===== src/rtl/dma_ram_arbiter.sv =====
// rtl/dma_ram_arbiter.sv - round-robin single-port RAM arbiter for the CPU and IO DMA paths
module dma_ram_arbiter #(
  parameter int SZ        = 8,
  parameter int WSZ       = 8,
  parameter int MAX_BURST = 4
) (
  input  logic           ram_clk,
  input  logic           rst,
  input  logic           cpu_req,
  input  logic [SZ-1:0]  cpu_addr,
  input  logic           cpu_w_notr,
  input  logic [WSZ-1:0] cpu_wdata,
  output logic           cpu_gnt,
  output logic [WSZ-1:0] cpu_rdata,
  output logic           cpu_rvalid,
  input  logic           io_req,
  input  logic [SZ-1:0]  io_addr,
  input  logic           io_w_notr,
  input  logic [WSZ-1:0] io_wdata,
  output logic           io_gnt,
  output logic [WSZ-1:0] io_rdata,
  output logic           io_rvalid,
  output logic           ram_en,
  output logic           ram_w_notr,
  output logic [SZ-1:0]  ram_addr,
  output logic [WSZ-1:0] ram_wdata,
  input  logic [WSZ-1:0] ram_rdata,
  output logic [1:0]     owner
);

  localparam int BW = $clog2(MAX_BURST) + 1;

  // State encoding doubles as the owner code: 00 none, 01 CPU, 10 IO.
  typedef enum logic [1:0] {
    ST_IDLE = 2'b00,
    ST_CPU  = 2'b01,
    ST_IO   = 2'b10
  } state_t;

  state_t          state, state_nxt;
  logic            last_io, last_io_nxt;
  logic [BW-1:0]   burst_cnt, burst_nxt;
  logic [BW-1:0]   burst_inc;
  logic            burst_hit;
  logic            cpu_beat, io_beat, beat;
  logic            sel_w;
  logic [SZ-1:0]   sel_addr;
  logic [WSZ-1:0]  sel_wdata;
  logic            iss_rd, iss_io;
  logic            ret_rd, ret_io;

  assign cpu_gnt   = (state == ST_CPU);
  assign io_gnt    = (state == ST_IO);
  assign owner     = state;
  assign cpu_beat  = cpu_req && cpu_gnt;
  assign io_beat   = io_req && io_gnt;
  assign beat      = cpu_beat || io_beat;
  assign burst_inc = burst_cnt + BW'(1);
  assign burst_hit = (burst_inc == BW'(MAX_BURST));
  assign sel_w     = cpu_beat ? cpu_w_notr : io_w_notr;
  assign sel_addr  = cpu_beat ? cpu_addr   : io_addr;
  assign sel_wdata = cpu_beat ? cpu_wdata  : io_wdata;

  // Arbitration state, tie-break memory and burst counter registers.
  always_ff @(posedge ram_clk) begin
    if (!rst) begin
      state     <= ST_IDLE;
      last_io   <= 1'b1;
      burst_cnt <= '0;
    end else begin
      state     <= state_nxt;
      last_io   <= last_io_nxt;
      burst_cnt <= burst_nxt;
    end
  end

  // Next grant: round-robin with a burst cap that only bites when the other side waits.
  always_comb begin
    state_nxt   = state;
    burst_nxt   = burst_cnt;
    last_io_nxt = last_io;
    case (state)
      ST_IDLE: begin
        if (cpu_req && io_req) state_nxt = last_io ? ST_CPU : ST_IO;
        else if (cpu_req)      state_nxt = ST_CPU;
        else if (io_req)       state_nxt = ST_IO;
      end
      ST_CPU: begin
        if (!cpu_req)       state_nxt = io_req ? ST_IO : ST_IDLE;
        else if (burst_hit) begin
          if (io_req)       state_nxt = ST_IO;
          else              burst_nxt = '0;
        end else            burst_nxt = burst_inc;
      end
      ST_IO: begin
        if (!io_req)        state_nxt = cpu_req ? ST_CPU : ST_IDLE;
        else if (burst_hit) begin
          if (cpu_req)      state_nxt = ST_CPU;
          else              burst_nxt = '0;
        end else            burst_nxt = burst_inc;
      end
      default: state_nxt = ST_IDLE;
    endcase
    if (state_nxt != state) begin
      burst_nxt = '0;
      if (state == ST_CPU) last_io_nxt = 1'b0;
      if (state == ST_IO)  last_io_nxt = 1'b1;
    end
  end

  // Issue stage: register the beat onto the RAM port, with a read tag riding alongside.
  always_ff @(posedge ram_clk) begin
    if (!rst) begin
      ram_en     <= 1'b0;
      ram_w_notr <= 1'b0;
      ram_addr   <= '0;
      ram_wdata  <= '0;
      iss_rd     <= 1'b0;
      iss_io     <= 1'b0;
    end else begin
      ram_en     <= beat;
      ram_w_notr <= beat && sel_w;
      iss_rd     <= beat && !sel_w;
      iss_io     <= io_beat;
      if (beat) begin
        ram_addr  <= sel_addr;
        ram_wdata <= sel_wdata;
      end
    end
  end

  // Return stage: tag waits for RAM data, then the data is steered to the issuing side.
  always_ff @(posedge ram_clk) begin
    if (!rst) begin
      ret_rd     <= 1'b0;
      ret_io     <= 1'b0;
      cpu_rvalid <= 1'b0;
      io_rvalid  <= 1'b0;
      cpu_rdata  <= '0;
      io_rdata   <= '0;
    end else begin
      ret_rd     <= iss_rd;
      ret_io     <= iss_io;
      cpu_rvalid <= ret_rd && !ret_io;
      io_rvalid  <= ret_rd && ret_io;
      if (ret_rd && !ret_io) cpu_rdata <= ram_rdata;
      if (ret_rd && ret_io)  io_rdata  <= ram_rdata;
    end
  end

endmodule


===== config.mk =====
export PLATFORM = sky130hd
export DESIGN_NAME = dma_ram_arbiter
export DESIGN_NICKNAME = d
export VERILOG_FILES = /design/src/rtl/dma_ram_arbiter.sv
export SDC_FILE = /design/constraint.sdc
export NUM_CORES = 1
export LEC_CHECK = 0
export CORE_MARGIN = 2
export CORE_UTILIZATION = 40
export CTS_CLUSTER_SIZE = 14
export DETAILED_ROUTE_END_ITERATION = 10
export HOLD_SLACK_MARGIN = 0.06
export PLACE_DENSITY = 0.75
export SLEW_MARGIN = 25
export SYNTH_ARGS = -nofsm -noshare
export SYNTH_HDL_FRONTEND = slang
export SYNTH_SLANG_ARGS = --single-unit

===== constraint.sdc =====
create_clock -name ram_clk -period 2.97 [get_ports ram_clk]
set_input_delay 0.4455 -clock ram_clk [delete_from_list [all_inputs] [get_ports ram_clk]]
set_output_delay 0.4455 -clock ram_clk [all_outputs]
set_load 0.005 [all_outputs]

==> results of run 1 <==
## cell families (layout without fill, tap and decap cells)
| group | after synthesis | in the layout | synth area share |
|---|---|---|---|
| AO/OA/AOI/OAI | 50 | 50 | 0.202 |
| AND/OR/NAND/NOR | 119 | 119 | 0.258 |
| adder cells (fa/ha/maj) | 7 | 7 | 0.0419 |
| flip-flops | 46 | 46 | 0.440 |
| buffers and inverters | 23 | 101 | 0.0490 |
| multiplexers | 2 | 2 | 0.00957 |
## sequential cells by signal, summed over array words and instances, names as in the netlist
register,count
io_rvalid,1
last_io,1
burst_cnt,3
ram_w_notr,1
cpu_rvalid,1
iss_io,1
ret_rd,1
ram_en,1
io_rdata,8
cpu_rdata,8
ret_io,1
owner,2
iss_rd,1
ram_addr,8
ram_wdata,8
## report_power, final
| part | internal (mW) | leakage, nW | switching (mW) |
|---|---|---|---|
| clock network | 0.165 | 0.0441 | 0.216 |
| registers | 0.676 | 0.373 | 0.0452 |
| logic | 0.265 | 0.856 | 0.204 |
| total | 1.11 | 1.27 | 0.465 |
## area by class of cell
type                            count  area, sq um
Clock buffer                        5         68.8
Clock inverter                      3         21.3
Fill cell                         509         2020
Inverter                            5         18.8
Multi-Input combinational cell    178         1070
Sequential cell                    46          921
Tap cell                           70         87.6
Timing Repair Buffer               88          873
## worst reg2reg max path, cell delays in order (launching register included)
cell	delay, ns
dfxtp_1	0.51
inv_2	0.09
ha_1	0.31
and2_1	0.19
a32oi_1	0.24
a211oi_1	0.13
a211oi_2	0.27
nand3_1	0.16
a21oi_1	0.19
## worst paths after layout
kind | cells after the start | slack, ns | end | startpoint
max | 2 | 0.75 | io_gnt | owner[1]$_SDFF_PN0_
min | 1 | 0.44 | ret_rd$_SDFF_PN0_ | iss_rd$_SDFF_PN0_
min reg2reg | 1 | 0.44 | ret_rd$_SDFF_PN0_ | iss_rd$_SDFF_PN0_
max reg2reg | 8 | 0.81 | burst_cnt[0]$_SDFFE_PP0P_ | owner[0]$_SDFF_PN0_
## stage by stage
step	power, mW	instances	area (sq um)
floorplan	0.988	247	2090
detailed placement	1.21	387	2970
finish	1.57	395	3060
global route	1.68	395	3060
global placement	1.20	387	2970
CTS	1.59	395	3060
## cell usage after synthesis (all sizes together) (2+ instances only)
cell / instances / area share
a22oi: 2 / 0.0072
inv: 5 / 0.0090
o211a: 17 / 0.081
nand3: 29 / 0.069
o21ai: 2 / 0.0048
clkbuf: 15 / 0.027
mux2i: 2 / 0.0096
and2: 5 / 0.015
nand2b: 4 / 0.012
nand2: 68 / 0.12
a211oi: 3 / 0.013
or3: 2 / 0.0060
nor2b: 2 / 0.0060
and3: 2 / 0.0060
ha: 7 / 0.042
dfxtp: 46 / 0.44
buf: 3 / 0.013
a21boi: 18 / 0.065
nor2: 3 / 0.0054
## per-layer routing
metal	track usage	routed length (microns)
met5	0	0
met4	0.0545	53
met3	0.0628	381
met2	0.322	2570
met1	0.215	2260
==> metrics.txt, run 1 <==
Async SR Flop Fraction=0; CTS max path bufs=2; worst path arrival time=1.77 ns; Worst path slowest cell=clkdlybuf4s50_1; Worst Path Buf+Inv=1; clock tree from TritonCTS=done; critical path cell sequence=ha_1 > clkdlybuf4s50_1; Fin Setup TNS=0 ns; gr ovfl total=0; Yosys cell types=35; Worst-Margin Slew=0.904 ns; Final Net Count=377; Data required, critical path=2.52 ns; width of the die=76.3 microns; Post-CTS Hold Fix Bufs=0; Post-synth EDFFs=0; dpl ws=roughly 0.6 ns; Starting Density=0.412; Mapped Area=between 2000 and 2500 sq um; area grow syn2layout=46.2%; most frequent cells in the layout=85 x clkdlybuf4s50_1, 68 x nand2_1, 46 x dfxtp_1; clock latency on the worst-skew pair=~0.3 ns; IO buf count=85; fmax=451 MHz; Rel. slew slack=0.396; Post-CTS Setup Inserts=0; Total GRT Usage=0.185; Avg Inst Size Synth=8.47 sq um; core area=just over 5000 sq um; Final Hold Viols=0; crit path capture type=output pin; post-DP HPWL=around 3900 microns; first-pass GRT wire length=slightly below 9000 microns; Syn Nets=300; diodes inserted=0; leakage power=roughly 1.3 nW; Slew Viols, Final=0; Total Routed Length=around 5300 microns; most common flop cell mapped by yosys=dfxtp_1; routability congestion estimate=around 0.82; MaxCap Viol Count=0; post-route ant nets=0; drt wl/cell=13.3 microns; number of global-route vias before repair=1939; crit start category=flip-flop; cts repair resizes=0; Num CTS Buffers=5; largest net degree at the start of global routing=27; Seq cells post-synth=46; antenna violations before repair=0; die height=76.3 microns; final setup fails=0; clock-pin slew on the worst setup and hold paths=0.08 ns; clk_skew=slightly below 0.007 ns; unrepaired setup endpoints after global routing=no; Setup CP Type=reg2out; CP top delay family=buffers and inverters; Synth Instances=247; starting DRC count in detailed routing=62; FP Rows=26; Ys Warns=0; vias=1991; TritonRoute pass-1 iters=4; total clock sinks=46; Critical Path Fanout Max=10; register area share after synthesis=0.440; Worst Hold Class=reg2reg; fraction of layout cells with a size suffix above 1=0.0462; status=finished, final reports clean; final worst-path setup slack=0.752 ns; Period minus WS final=roughly 2.2 ns; # IOs=86; Final Core Density=0.603; Power Density=514 nW/um^2; commonest non-fill, non-tap cell in the layout=clkdlybuf4s50_1; post-DR vias/cell=5.04; max incr delay on CP=0.55 ns; DRC=0; number of H-tree levels=2; Root Driver=clkbuf_8; Hold Slack=0.441 ns; fin crit share=0.747; total die area=around 5800 sq um; VDD IR-drop max=roughly 0.00033 V
Power figures use the tool's default switching activity.
==> inputs of run 2 (changes only) <==
==> constraint.sdc (replaced) <==
create_clock -name ram_clk -period 2.05 [get_ports ram_clk]
set_input_delay 0.3075 -clock ram_clk [delete_from_list [all_inputs] [get_ports ram_clk]]
set_output_delay 0.3075 -clock ram_clk [all_outputs]
set_load 0.005 [all_outputs]
==> metrics.txt, run 2 (same netlist as run 1, synthesis figures left out) <==
post-route ant nets=0 (unchanged); fmax=between 500 and 600 MHz; status=finished, final reports clean; placed cell areas=3040 sq um (+2.2%); diodes inserted=0 (unchanged); fin crit share=0.956; Rel. slew slack=0.619 (+0.223); Switching Power=0.723 mW (+55%); leakage power=1.32 nW (+4.0%); worst path arrival time=2.14 ns (+0.37 ns); Critical Path Fanout Max=9 (-1); final setup fails=0 (unchanged); clk_skew=0.0146 ns (+0.00768 ns); core area=5070 sq um (unchanged); TritonRoute pass-1 iters=4 (unchanged); Worst-Margin Slew=0.571 ns (-0.333 ns); number of global-route vias before repair=1852 (-4.5%); clock-pin slew on the worst setup and hold paths=0.10 ns (+0.02 ns); most frequent cells in the layout=85 x clkdlybuf4s50_1, 67 x nand2_1, 43 x dfxtp_1; crit start category=flip-flop; MaxCap Viol Count=0 (unchanged); vias=1994 (+0.15%); Switching Fraction=0.303 (+0.00712); Starting Density=0.412 (unchanged); Int Power=1.66 mW (+50%); gr ovfl total=0 (unchanged); Power Density=746 nW/um^2 (+45%); crit path capture type=flip-flop; Layout fillers=461 (-9.4%); starting DRC count in detailed routing=90 (+45%); first-pass GRT wire length=8440 microns (-3.6%); Post-CTS Hold Fix Bufs=0 (unchanged); area grow syn2layout=52.9%; reg2reg setup slack=0.09 ns (-0.72 ns); antenna violations before repair=0 (unchanged); clock latency on the worst-skew pair=0.30 ns (about the same); Flop pwr share=0.438 (-0.021); post-DP HPWL=3850 microns (about the same); clock share of power=0.240 (-0.003); Total GRT Usage=0.176 (-0.00842); Comb power frac=0.322 (+0.024); fraction of layout cells with a size suffix above 1=0.102 (+0.0559); max incr delay on CP=0.38 ns (-0.17 ns); Period minus WS final=1.96 ns; area of the multi-input gates=1130 sq um (+5.6%); IO buf count=85 (unchanged); Final Net Count=385 (+2.1%); clock tree from TritonCTS=done; Slew Viols, Final=0 (unchanged); Final Hold Viols=0 (unchanged); die height=76.3 microns (unchanged); Data required, critical path=2.23 ns (-0.29 ns); number of H-tree levels=2 (unchanged); routability congestion estimate=0.808 (-1.1%); FP Rows=26 (unchanged); largest net degree at the start of global routing=32 (+19%); critical path cell sequence=inv_2 > ha_1 > inv_1 > o32a_1 > a41o_1 > a211oi_4 > and4b_1 > nor3_2; Worst path slowest cell=dfxtp_2; # IOs=86 (unchanged); CTS max path bufs=2 (unchanged); Num CTS Buffers=5 (unchanged); post-DR vias/cell=4.95 (-1.8%); cell area after layout=3200 sq um (+4.5%); DRC=0 (unchanged); drt wl/cell=13.1 microns (-2.0%); width of the die=76.3 microns (unchanged); total clock sinks=46 (unchanged); Setup CP Type=reg2reg; commonest non-fill, non-tap cell in the layout=clkdlybuf4s50_1; Total Routed Length=5260 microns (about the same); Worst Hold Class=reg2reg; Root Driver=clkbuf_8; FF/Latch Area=925 sq um (+0.41%); total die area=5820 sq um (unchanged); VDD IR-drop max=0.000437 V (+32%); total power=2.38 mW (+52%)
## run 2: area by class of cell
class / instances / share of cell area
clock inverter: 3 / 0.00743
sequential: 46 / 0.289
clock buffer: 5 / 0.0215
multi-input combinational: 178 / 0.353
timing repair buffer: 96 / 0.296
tap: 70 / 0.0274
inverter: 5 / 0.00587
## run 2: power groups by stage
stage               clock [mW]  combinational (mW)  sequential (mW)
finish                   0.572               0.768             1.04
global route             0.627               0.839             1.06
CTS                      0.586               0.727             1.04
detailed placement           0               0.721             1.06
global placement             0               0.710             1.06
floorplan                    0               0.371             1.06
## run 2: worst max-delay path, delay by kind of cell (launching register included)
kind,cells,cell delay (ns)
AND/OR/NAND/NOR,2,0.30
AO/OA/AOI/OAI,3,0.85
flip-flops,1,0.38
adder cells (fa/ha/maj),1,0.19
buffers and inverters,2,0.13
## run 2: path summary, 6_finish.rpt
| kind | start | to | cells past startpoint |
|---|---|---|---|
| max | owner[0]$_SDFF_PN0_ | last_io$_SDFFE_PN1P_ | 8 |
| min reg2reg | iss_rd$_SDFF_PN0_ | ret_rd$_SDFF_PN0_ | 1 |
| max reg2reg | owner[0]$_SDFF_PN0_ | last_io$_SDFFE_PN1P_ | 8 |
| min | iss_rd$_SDFF_PN0_ | ret_rd$_SDFF_PN0_ | 1 |
## run 2: per-stage QoR
step                 util  hold slack, ns  setup TNS (ns)  cells  worst slack [ns]
floorplan               -           0.412               0    247            0.0586
global placement    0.598           0.413         -0.0942    394           -0.0923
detailed placement  0.598           0.425          -0.422    394            -0.141
CTS                 0.618           0.436               0    402            0.0175
global route        0.630           0.446        -0.00255    403          -0.00255
finish              0.630           0.422               0    403            0.0912
## run 2: timing repair
item / 4_1_cts / 5_1_grt
cloned: 0 / 0
setup buffers: 0 / 1
pin swaps: 0 / 3
resized for setup: 1 / 13
setup endpoints to repair: 2 / 5
## run 2: per-layer routing
layer / vias up / part of all wire / GRT usage
met2: 66 / 0.48 / 0.309
met5: - / 0 / 0
li1: 1015 / - / -
met4: 0 / 0.0044 / 0.0382
met1: 911 / 0.44 / 0.203
met3: 2 / 0.077 / 0.0711
